--- src/rtl/midi_voice_alloc.sv ---
// -----------------------------------------------------------------------------
// midi_voice_alloc
//
// Polyphonic voice allocator. Each completed 3-byte MIDI message is decoded and
// turned into a load strobe (Note On), a single clear strobe (Note Off) or a
// broadcast clear (All Notes Off) towards the per-voice data registers. Any
// accepted MIDI channel may play any voice.
//
// Ports:
//   Clk        system clock
//   Rst_p      synchronous active-high reset
//   MIDI_data  {status, data1, data2}, valid while RxDne = 1
//   RxDne      one-cycle strobe announcing a new message
//   RegData    {1'b0, note, 1'b0, vel} for the register being loaded
//   RegEn      one-hot load strobe (one cycle)
//   RegClr     clear strobe (one cycle), one-hot or all ones
//   Active     voice occupancy, bit v = voice v holds a note
//   Overrun    one-cycle pulse when a message arrives while busy
// -----------------------------------------------------------------------------
module midi_voice_alloc #(
    parameter int          VOICES    = 8,
    parameter logic [15:0] CHAN_MASK = 16'hFFFF
) (
    input  logic              Clk,
    input  logic              Rst_p,
    input  logic [23:0]       MIDI_data,
    input  logic              RxDne,
    output logic [15:0]       RegData,
    output logic [VOICES-1:0] RegEn,
    output logic [VOICES-1:0] RegClr,
    output logic [VOICES-1:0] Active,
    output logic              Overrun
);

    localparam int PW = (VOICES > 1) ? $clog2(VOICES) : 1;

    typedef enum logic [1:0] {
        ST_IDLE   = 2'd0,
        ST_DECODE = 2'd1,
        ST_SEARCH = 2'd2,
        ST_ISSUE  = 2'd3
    } state_t;

    typedef enum logic [1:0] {
        CL_IGNORE  = 2'd0,
        CL_NOTEON  = 2'd1,
        CL_NOTEOFF = 2'd2,
        CL_ALLOFF  = 2'd3
    } class_t;

    state_t            state_q, state_d;
    class_t            cls_q, cls_d;
    logic [23:0]       msg_q, msg_d;
    logic [VOICES-1:0] valid_q, valid_d;
    logic [6:0]        note_q [VOICES];
    logic [6:0]        note_d [VOICES];
    logic [PW-1:0]     steal_q, steal_d;
    logic [15:0]       regdata_q, regdata_d;
    logic [VOICES-1:0] regen_q, regen_d;
    logic [VOICES-1:0] regclr_q, regclr_d;
    logic              overrun_q, overrun_d;

    logic [VOICES-1:0] hit_s;
    logic [VOICES-1:0] free_s;
    logic [PW-1:0]     match_idx_s;
    logic [PW-1:0]     free_idx_s;
    logic [6:0]        note_s;
    logic [6:0]        vel_s;

    // Message classification; channel is only used for the accept mask.
    function automatic class_t classify(input logic [23:0] msg);
        logic [3:0] cmd;
        logic [3:0] chan;
        class_t     res;
        cmd  = msg[23:20];
        chan = msg[19:16];
        if ((CHAN_MASK[chan] == 1'b0) || msg[15] || msg[7]) begin
            res = CL_IGNORE;
        end else if ((cmd == 4'h9) && (msg[6:0] != 7'd0)) begin
            res = CL_NOTEON;
        end else if ((cmd == 4'h8) || (cmd == 4'h9)) begin
            res = CL_NOTEOFF;
        end else if ((cmd == 4'hB) && ((msg[15:8] == 8'd120) || (msg[15:8] == 8'd123))) begin
            res = CL_ALLOFF;
        end else begin
            res = CL_IGNORE;
        end
        return res;
    endfunction

    // Index of the lowest set bit; scanning downwards lets lower indices win.
    function automatic logic [PW-1:0] lowest_idx(input logic [VOICES-1:0] vec);
        logic [PW-1:0] idx;
        idx = {PW{1'b0}};
        for (int i = VOICES - 1; i >= 0; i--) begin
            idx = vec[i] ? PW'(i) : idx;
        end
        return idx;
    endfunction

    assign note_s = msg_q[14:8];
    assign vel_s  = msg_q[6:0];

    // Note-table lookup: matching valid voices and empty voices.
    always_comb begin
        hit_s  = '0;
        free_s = ~valid_q;
        for (int v = 0; v < VOICES; v++) begin
            hit_s[v] = valid_q[v] && (note_q[v] == note_s);
        end
        match_idx_s = lowest_idx(hit_s);
        free_idx_s  = lowest_idx(free_s);
    end

    // Next-state logic; strobes are computed in SEARCH so they are visible
    // during the ISSUE cycle, together with the updated table.
    always_comb begin
        state_d   = state_q;
        cls_d     = cls_q;
        msg_d     = msg_q;
        valid_d   = valid_q;
        note_d    = note_q;
        steal_d   = steal_q;
        regdata_d = regdata_q;
        regen_d   = '0;
        regclr_d  = '0;
        overrun_d = RxDne && (state_q != ST_IDLE);

        case (state_q)
            ST_IDLE: begin
                if (RxDne) begin
                    msg_d   = MIDI_data;
                    state_d = ST_DECODE;
                end else begin
                    state_d = ST_IDLE;
                end
            end
            ST_DECODE: begin
                cls_d   = classify(msg_q);
                state_d = ST_SEARCH;
            end
            ST_SEARCH: begin
                state_d = ST_ISSUE;
                case (cls_q)
                    CL_NOTEON: begin
                        regdata_d = {1'b0, note_s, 1'b0, vel_s};
                        if (hit_s != '0) begin
                            // Same pitch already sounding: retrigger in place.
                            regen_d[match_idx_s] = 1'b1;
                        end else if (free_s != '0) begin
                            regen_d[free_idx_s] = 1'b1;
                            valid_d[free_idx_s] = 1'b1;
                            note_d[free_idx_s]  = note_s;
                        end else begin
                            // All voices busy: round-robin steal.
                            regen_d[steal_q] = 1'b1;
                            note_d[steal_q]  = note_s;
                            steal_d = (steal_q == PW'(VOICES - 1)) ? {PW{1'b0}}
                                                                   : steal_q + {{(PW-1){1'b0}}, 1'b1};
                        end
                    end
                    CL_NOTEOFF: begin
                        if (hit_s != '0) begin
                            regclr_d[match_idx_s] = 1'b1;
                            valid_d[match_idx_s]  = 1'b0;
                            regdata_d             = 16'h0000;
                        end else begin
                            regdata_d = regdata_q;
                        end
                    end
                    CL_ALLOFF: begin
                        regclr_d  = '1;
                        valid_d   = '0;
                        steal_d   = {PW{1'b0}};
                        regdata_d = 16'h0000;
                    end
                    default: begin
                        regdata_d = regdata_q;
                    end
                endcase
            end
            ST_ISSUE: begin
                state_d = ST_IDLE;
            end
            default: begin
                state_d = ST_IDLE;
            end
        endcase
    end

    // State and output registers with synchronous reset.
    always_ff @(posedge Clk) begin
        if (Rst_p) begin
            state_q   <= ST_IDLE;
            cls_q     <= CL_IGNORE;
            msg_q     <= 24'h000000;
            valid_q   <= '0;
            steal_q   <= {PW{1'b0}};
            regdata_q <= 16'h0000;
            regen_q   <= '0;
            regclr_q  <= '0;
            overrun_q <= 1'b0;
            for (int v = 0; v < VOICES; v++) begin
                note_q[v] <= 7'd0;
            end
        end else begin
            state_q   <= state_d;
            cls_q     <= cls_d;
            msg_q     <= msg_d;
            valid_q   <= valid_d;
            steal_q   <= steal_d;
            regdata_q <= regdata_d;
            regen_q   <= regen_d;
            regclr_q  <= regclr_d;
            overrun_q <= overrun_d;
            for (int v = 0; v < VOICES; v++) begin
                note_q[v] <= note_d[v];
            end
        end
    end

    assign RegData = regdata_q;
    assign RegEn   = regen_q;
    assign RegClr  = regclr_q;
    assign Active  = valid_q;
    assign Overrun = overrun_q;

endmodule

--- config.mk ---
export PLATFORM = sky130hd
export DESIGN_NAME = midi_voice_alloc
export DESIGN_NICKNAME = d
export VERILOG_FILES = /design/src/rtl/midi_voice_alloc.sv
export SDC_FILE = /design/constraint.sdc
export NUM_CORES = 1
export LEC_CHECK = 0
export ABC_AREA = 1
export CAP_MARGIN = 10
export CELL_PAD_IN_SITES_DETAIL_PLACEMENT = 0
export CELL_PAD_IN_SITES_GLOBAL_PLACEMENT = 1
export CORE_MARGIN = 2
export CORE_UTILIZATION = 43
export DETAILED_ROUTE_END_ITERATION = 8
export PLACE_DENSITY_LB_ADDON = 0.1
export SLEW_MARGIN = 40
export SYNTH_ARGS = -nofsm -noshare
export SYNTH_HDL_FRONTEND = slang
export SYNTH_SLANG_ARGS = --single-unit
--- constraint.sdc ---
create_clock -name Clk -period 4.07 [get_ports Clk]
set_clock_uncertainty 0.05 [all_clocks]
set_input_delay 1.0175 -clock Clk [delete_from_list [all_inputs] [get_ports Clk]]
set_output_delay 1.0175 -clock Clk [all_outputs]
set_load 0.005 [all_outputs]
==> impl_metrics.yaml, run 1 <==
run_status:
  status: "completed"
drt:
  drcViolationCount: 0
  wl_per_cell_um: 14.5
  vias: 5761
  drt_iter0_drc: 461
  dr.pass1.iters: 5
  totalWireLength_um: 17200
  final_antenna_net_count: 0
  post_drt_via_cell_ratio: 4.85
finish:
  diodes: 0
  final_nets: 1027
  fin_area_sq_mm: 0.00748
  final_cells: 1188
  area_growth_pct: 21.1
  drive_gt1_frac: 0.0744
clock_network:
  ctsHoldBuffers: 0
  clk-insertion-delay-late_ns: 0.43
  tritoncts: "done"
  cts_sinks: 122
  h-tree-depth: 4
  numCtsBuffers: 17
  clk_pin_slew_ns: 0.06
  post_cts_resized: 0
  cts_setup_buffers: 0
  root_buffer: "clkbuf_16"
  cts_max_path_buffers: 2
logic_synthesis:
  synth.area.top_cells: "dfxtp_1, nand2_1, nor2_1"
  yosysTopAreaCell: "dfxtp_1"
  synth_cells: 944
  synthTopCellsByCount: "nand2_1, nor2_1, dfxtp_1, inv_1, a21oi_1"
  yosys_register_bits: 122
  yosysTopAreaCellShare: 0.395
  yosys_warnings: 0
  syn_avg_cell_area_sq_um: 6.55
  seq_area_frac_synth: 0.395
  ys_async_sr_fraction: 0
  ys.flop_type: "dfxtp_1"
  synth_cell_types: 37
  synthesis.area_sq_mm: 0.00618
  post-synth-top-count-cell: "nand2_1"
  synth_edf_count: 0
floorplan:
  die_x_um: 124
  initial_utilization: 0.443
  die_y_um: 124
  num_rows: 43
  ioPinCount: 68
  core-area_sq_mm: 0.0139
  dieArea_sq_mm: 0.0153
placement:
  portBuffers: 61
  place_area_sq_mm: 0.00685
  dpl.hpwl_um: 11700
  gp_congestion: 0.902
  place_inst: 1156
power_and_ir_drop:
  p_switching_mw: 0.728
  netSwitchingFraction: 0.235
  finalPower_mw: 3.09
  seqPwrFrac: 0.397
  ir_drop_mv: 0.346
  comb_power_share: 0.075
  pwr-share-clk: 0.528
  power.density_mw_per_mm2: 413
  p_leak_nw: 3.22
  internal_power_mw: 2.37
sta:
  maxSlewViolCount: 0
  worst_pin_slew_ns: 0.695
  finalCritPeriodShare: 0.703
  fin_crit_ns: 2.86
  worst_hold_slack_ns: 0.417
  rsz0062_at_grt: "no"
  finalHoldViolations: 0
  setup_viol: 0
  setup_tns_ns: 0
  fmax_mhz: 350
  maxSlewHeadroom: 0.535
grt:
  grt_max_degree: 70
  track_usage: 0.238
  antenna_found_initial: 0
  overflow: 0
  grt_pass1_vias: 5269
  grt_pass1_wl_um: 27300
critical_path:
  crit_required_ns: 4.38
  critical_path.startpoint: "msg_q[13]"
  end_kind: "register"
  arrival_ns: 3.17
  reg2reg_to: "note_q[49]"
  critPathMaxFanout: 15
  start_kind: "register"
  crit_type: "register to register"
  r2r-start: "msg_q[13]"
  regToRegSetupSlack_ns: 1.21
  reg2reg_depth: 16
min_path:
  min_path_type: "register to register"
  hold_start: "note_q[11]"
  hold_end: "note_q[11]"
  hold_path_depth: 2
run:
  drv_cap: 0
## registers in the layout (all words and copies together), names as in the netlist
signal and cells:
steal_q 3, msg_q 20, Active 8, Overrun 1
RegData 14, RegEn 8, note_q 56, cls_q 2
RegClr 8, state_q 2
## cell type report
class,instances,area [sq um]
clock buffer,21,470
inverter,120,453
tap,180,225
timing repair buffer,74,721
clock inverter,11,166
fill,1428,6450
multi-input combinational,660,3010
sequential,122,2440
## power by group through the flow
stage                     registers, mW  logic [mW]  clock network [mW]
after CTS                          1.23       0.234                1.65
after global routing               1.23       0.261                1.71
after detailed placement           1.25       0.233                   0
after floorplan                    1.25       0.171                   0
final                              1.23       0.233                1.63
after global placement             1.25       0.234                   0
## critical path, stage by stage, from the launching register on
cell	delay (ns)
dfxtp_1	0.30
buf_4	0.21
inv_2	0.30
nand2_1	0.08
nand2_1	0.07
inv_1	0.03
nand2_1	0.05
nor2_1	0.04
nand2_2	0.18
nand2_2	0.13
nor2_4	0.15
nand2_4	0.09
inv_2	0.23
nand2_1	0.15
nor2_2	0.45
o21ai_0	0.15
a21oi_1	0.13
## layer usage
metal,up-vias,global-route usage,part of all wire
li1,3056,-,-
met1,2562,0.312,0.48
met2,114,0.384,0.46
met3,29,0.0513,0.043
met4,0,0.0916,0.020
met5,-,0,0
## per-stage QoR
stage | utilization | setup WS, ns
finish | 0.537 | 1.21
global route | 0.537 | 0.869
CTS | 0.537 | 1.18
detailed placement | 0.491 | 1.06
global placement | 0.491 | 1.07
floorplan | - | 2.12
## how the worst max path moves through the flow
stage | to | slack (ns) | cells past startpoint
2_1_floorplan | note_q[21] | 2.12 | 19
3_3_place_gp | msg_q[14] | 1.07 | 5
3_5_place_dp | note_q[44] | 1.06 | 5
4_1_cts | Active[4] | 1.18 | 14
5_1_grt | note_q[54] | 0.87 | 16
6_report | note_q[49] | 1.21 | 16
## layout by cell type (no fill, tap or decap), types with 2 or more instances in the layout
| master | n |
|---|---|
| nand2_1 | 247 |
| nor2_1 | 139 |
| dfxtp_1 | 122 |
| inv_1 | 107 |
| a21oi_1 | 99 |
| o21ai_0 | 85 |
| clkdlybuf4s50_1 | 61 |
| nand3_1 | 25 |
| clkbuf_16 | 17 |
| buf_4 | 12 |
| inv_2 | 11 |
| xnor2_1 | 11 |
| o21ai_1 | 7 |
| nor3_1 | 6 |
| nor2_4 | 5 |
| ha_1 | 5 |
| nand4_1 | 4 |
| nand2_2 | 4 |
| bufinv_16 | 4 |
| clkinv_2 | 3 |
| clkinvlp_4 | 3 |
| clkbuf_8 | 3 |
| or2_1 | 2 |
| o211ai_1 | 2 |
| nor2_2 | 2 |
| nand2_4 | 2 |
| or2_2 | 2 |
| nor4_1 | 2 |
| conb_1 | 2 |
## cells by family (layout without fill, tap and decap cells)
group           after synthesis  after routing  share of synthesized area
flops                       122            122                      0.395
xor+xnor                     11             11                     0.0156
compound gates              199            199                      0.166
other cells                   1              2                   0.000607
simple gates                443            443                      0.294
buf+inv                     163            226                      0.119
fa+ha+maj                     5              5                     0.0101
(Power assumes the default switching activity.)
==> inputs of run 2 (changes only) <==
--- a/config.mk
+++ b/config.mk
@@ -10,7 +10,7 @@
 export CELL_PAD_IN_SITES_DETAIL_PLACEMENT = 0
 export CELL_PAD_IN_SITES_GLOBAL_PLACEMENT = 1
 export CORE_MARGIN = 2
-export CORE_UTILIZATION = 43
+export CORE_UTILIZATION = 40
 export DETAILED_ROUTE_END_ITERATION = 8
 export PLACE_DENSITY_LB_ADDON = 0.1
 export SLEW_MARGIN = 40
==> constraint.sdc (replaced) <==
create_clock -name Clk -period 2.64 [get_ports Clk]
set_clock_uncertainty 0.05 [all_clocks]
set_input_delay 0.66 -clock Clk [delete_from_list [all_inputs] [get_ports Clk]]
set_output_delay 0.66 -clock Clk [all_outputs]
set_load 0.005 [all_outputs]
==> impl_metrics.yaml, run 2 (synthesized netlist as in run 1, its figures left out) <==
run_status:
  status: "completed"
floorplan:
  die_y_um: 128
  core-area_sq_mm: 0.0151
  dieArea_sq_mm: 0.0165
  die_x_um: 128
  ioPinCount: 68
  num_rows: 45
  initial_utilization: 0.408
clock_network:
  h-tree-depth: 4
  tritoncts: "done"
  root_buffer: "clkbuf_16"
  clk_pin_slew_ns: 0.06
  numCtsBuffers: 17
  ctsHoldBuffers: 0
  clk-insertion-delay-late_ns: 0.43
  cts_max_path_buffers: 2
  cts_sinks: 122
drt:
  post_drt_via_cell_ratio: 4.83
  drcViolationCount: 0
  dr.pass1.iters: 5
  wl_per_cell_um: 14.6
  drt_iter0_drc: 359
  vias: 5872
  totalWireLength_um: 17800
  final_antenna_net_count: 0
placement:
  portBuffers: 61
  dpl.hpwl_um: 12700
  gp_congestion: 0.849
  pre_cts_slack_ns: 0.181
power_and_ir_drop:
  power.density_mw_per_mm2: 609
  finalPower_mw: 4.66
  p_leak_nw: 3.31
  ir_drop_mv: 0.398
grt:
  grt_pass1_vias: 5564
  antenna_found_initial: 0
  track_usage: 0.232
  grt_max_degree: 30
  grt_pass1_wl_um: 29100
  overflow: 0
critical_path:
  regToRegSetupSlack_ns: 0.20
  arrival_ns: 2.74
  crit_required_ns: 2.94
  start_kind: "register"
  crit_type: "register to register"
  reg2reg_to: "Active[6]"
  critPathMaxFanout: 8
  r2r-start: "msg_q[12]"
  end_kind: "register"
  critical_path.startpoint: "msg_q[12]"
  reg2reg_depth: 15
  worstSetupEndpoint: "Active[6]"
sta:
  setup_ws_ns: 0.200
  fin_crit_ns: 2.44
  setup_tns_ns: 0
  worst_pin_slew_ns: 0.806
  fmax_mhz: 410
  finalHoldViolations: 0
  rsz0062_at_grt: "no"
  maxSlewHeadroom: 0.459
  setup_viol: 0
  finalCritPeriodShare: 0.924
  maxSlewViolCount: 0
finish:
  area_growth_pct: 23.9
  drive_gt1_frac: 0.0945
  n_fill_cell: 1585
  layout_common_cells: "nand2_1, nor2_1, dfxtp_1, inv_1, a21oi_1"
  final_nets: 1045
  regMostFlops: "note_q"
  layout_commonest_cell: "nand2_1"
  largest_reg_flops: 56
run:
  drv_cap: 0
min_path:
  min_path_type: "register to register"
run 2: changes by cell type in the layout (fill, tap and decap cells not counted), moves of 3 or more:
cell	delta
dfxtp_2	+3
buf_12	+4
inv_6	+6
buf_4	+13
dfxtp_1	-3
clkinv_4	+3
run 2: area by class of cell:
type / instances / area [sq um] / area share
clock buffer: 18 / 439 / 0.0574
multi-input combinational: 660 / 3010 / 0.393
sequential: 122 / 2450 / 0.319
antenna: 1 / 2.50 / 0.000327
inverter: 120 / 458 / 0.0598
tap: 188 / 235 / 0.0307
clock inverter: 14 / 160 / 0.0209
timing repair buffer: 92 / 910 / 0.119
run 2: worst min path at each step:
stage	from	end	slack, ns	cells past startpoint
3_5_place_dp	note_q[6]	note_q[6]	0.41	2
4_1_cts	msg_q[23]	msg_q[23]	0.42	2
3_3_place_gp	msg_q[23]	msg_q[23]	0.40	2
6_report	msg_q[23]	msg_q[23]	0.41	2
5_1_grt	note_q[14]	note_q[14]	0.43	2
2_1_floorplan	msg_q[23]	msg_q[23]	0.38	2
run 2: layer usage:
metal,wire length [um],track usage
met5,0,0
met4,303,0.0834
met3,624,0.0447
met2,8390,0.385
met1,8440,0.302
run 2: timing repair:
action | CTS | global route
endpoints found under the setup margin | 0 | 32
gates resized for setup | 0 | 7
buffers inserted | 0 | 2
run 2: critical path, stage by stage (launching register included):
cell	delay, ns
dfxtp_1	0.48
buf_4	0.26
xnor2_1	0.13
nand2_1	0.07
nor2_1	0.09
nand2_1	0.16
nand2_2	0.16
nor2_4	0.05
nand2_4	0.06
buf_4	0.14
nand2_1	0.05
nand2_1	0.11
nand2_1	0.25
nand2_1	0.13
nand2_1	0.06
a21oi_1	0.11
run 2: power breakdown:
group          switching [mW]  leakage, nW  internal [mW]  total (mW)
clock network           0.941        0.293           1.44        2.38
logic                   0.234         2.03          0.150       0.384
registers              0.0307        0.988           1.87        1.90
run 2: metrics by stage:
stage          cell area, sq um   util  hold slack (ns)  instances
6_report                   7660  0.505            0.409       1215
5_1_grt                    7650  0.505            0.430       1214
4_1_cts                    7610  0.503            0.416       1212
3_5_place_dp               7010  0.463            0.408       1180
3_3_place_gp               7010  0.463            0.398       1180
2_1_floorplan              6180      -            0.380        945
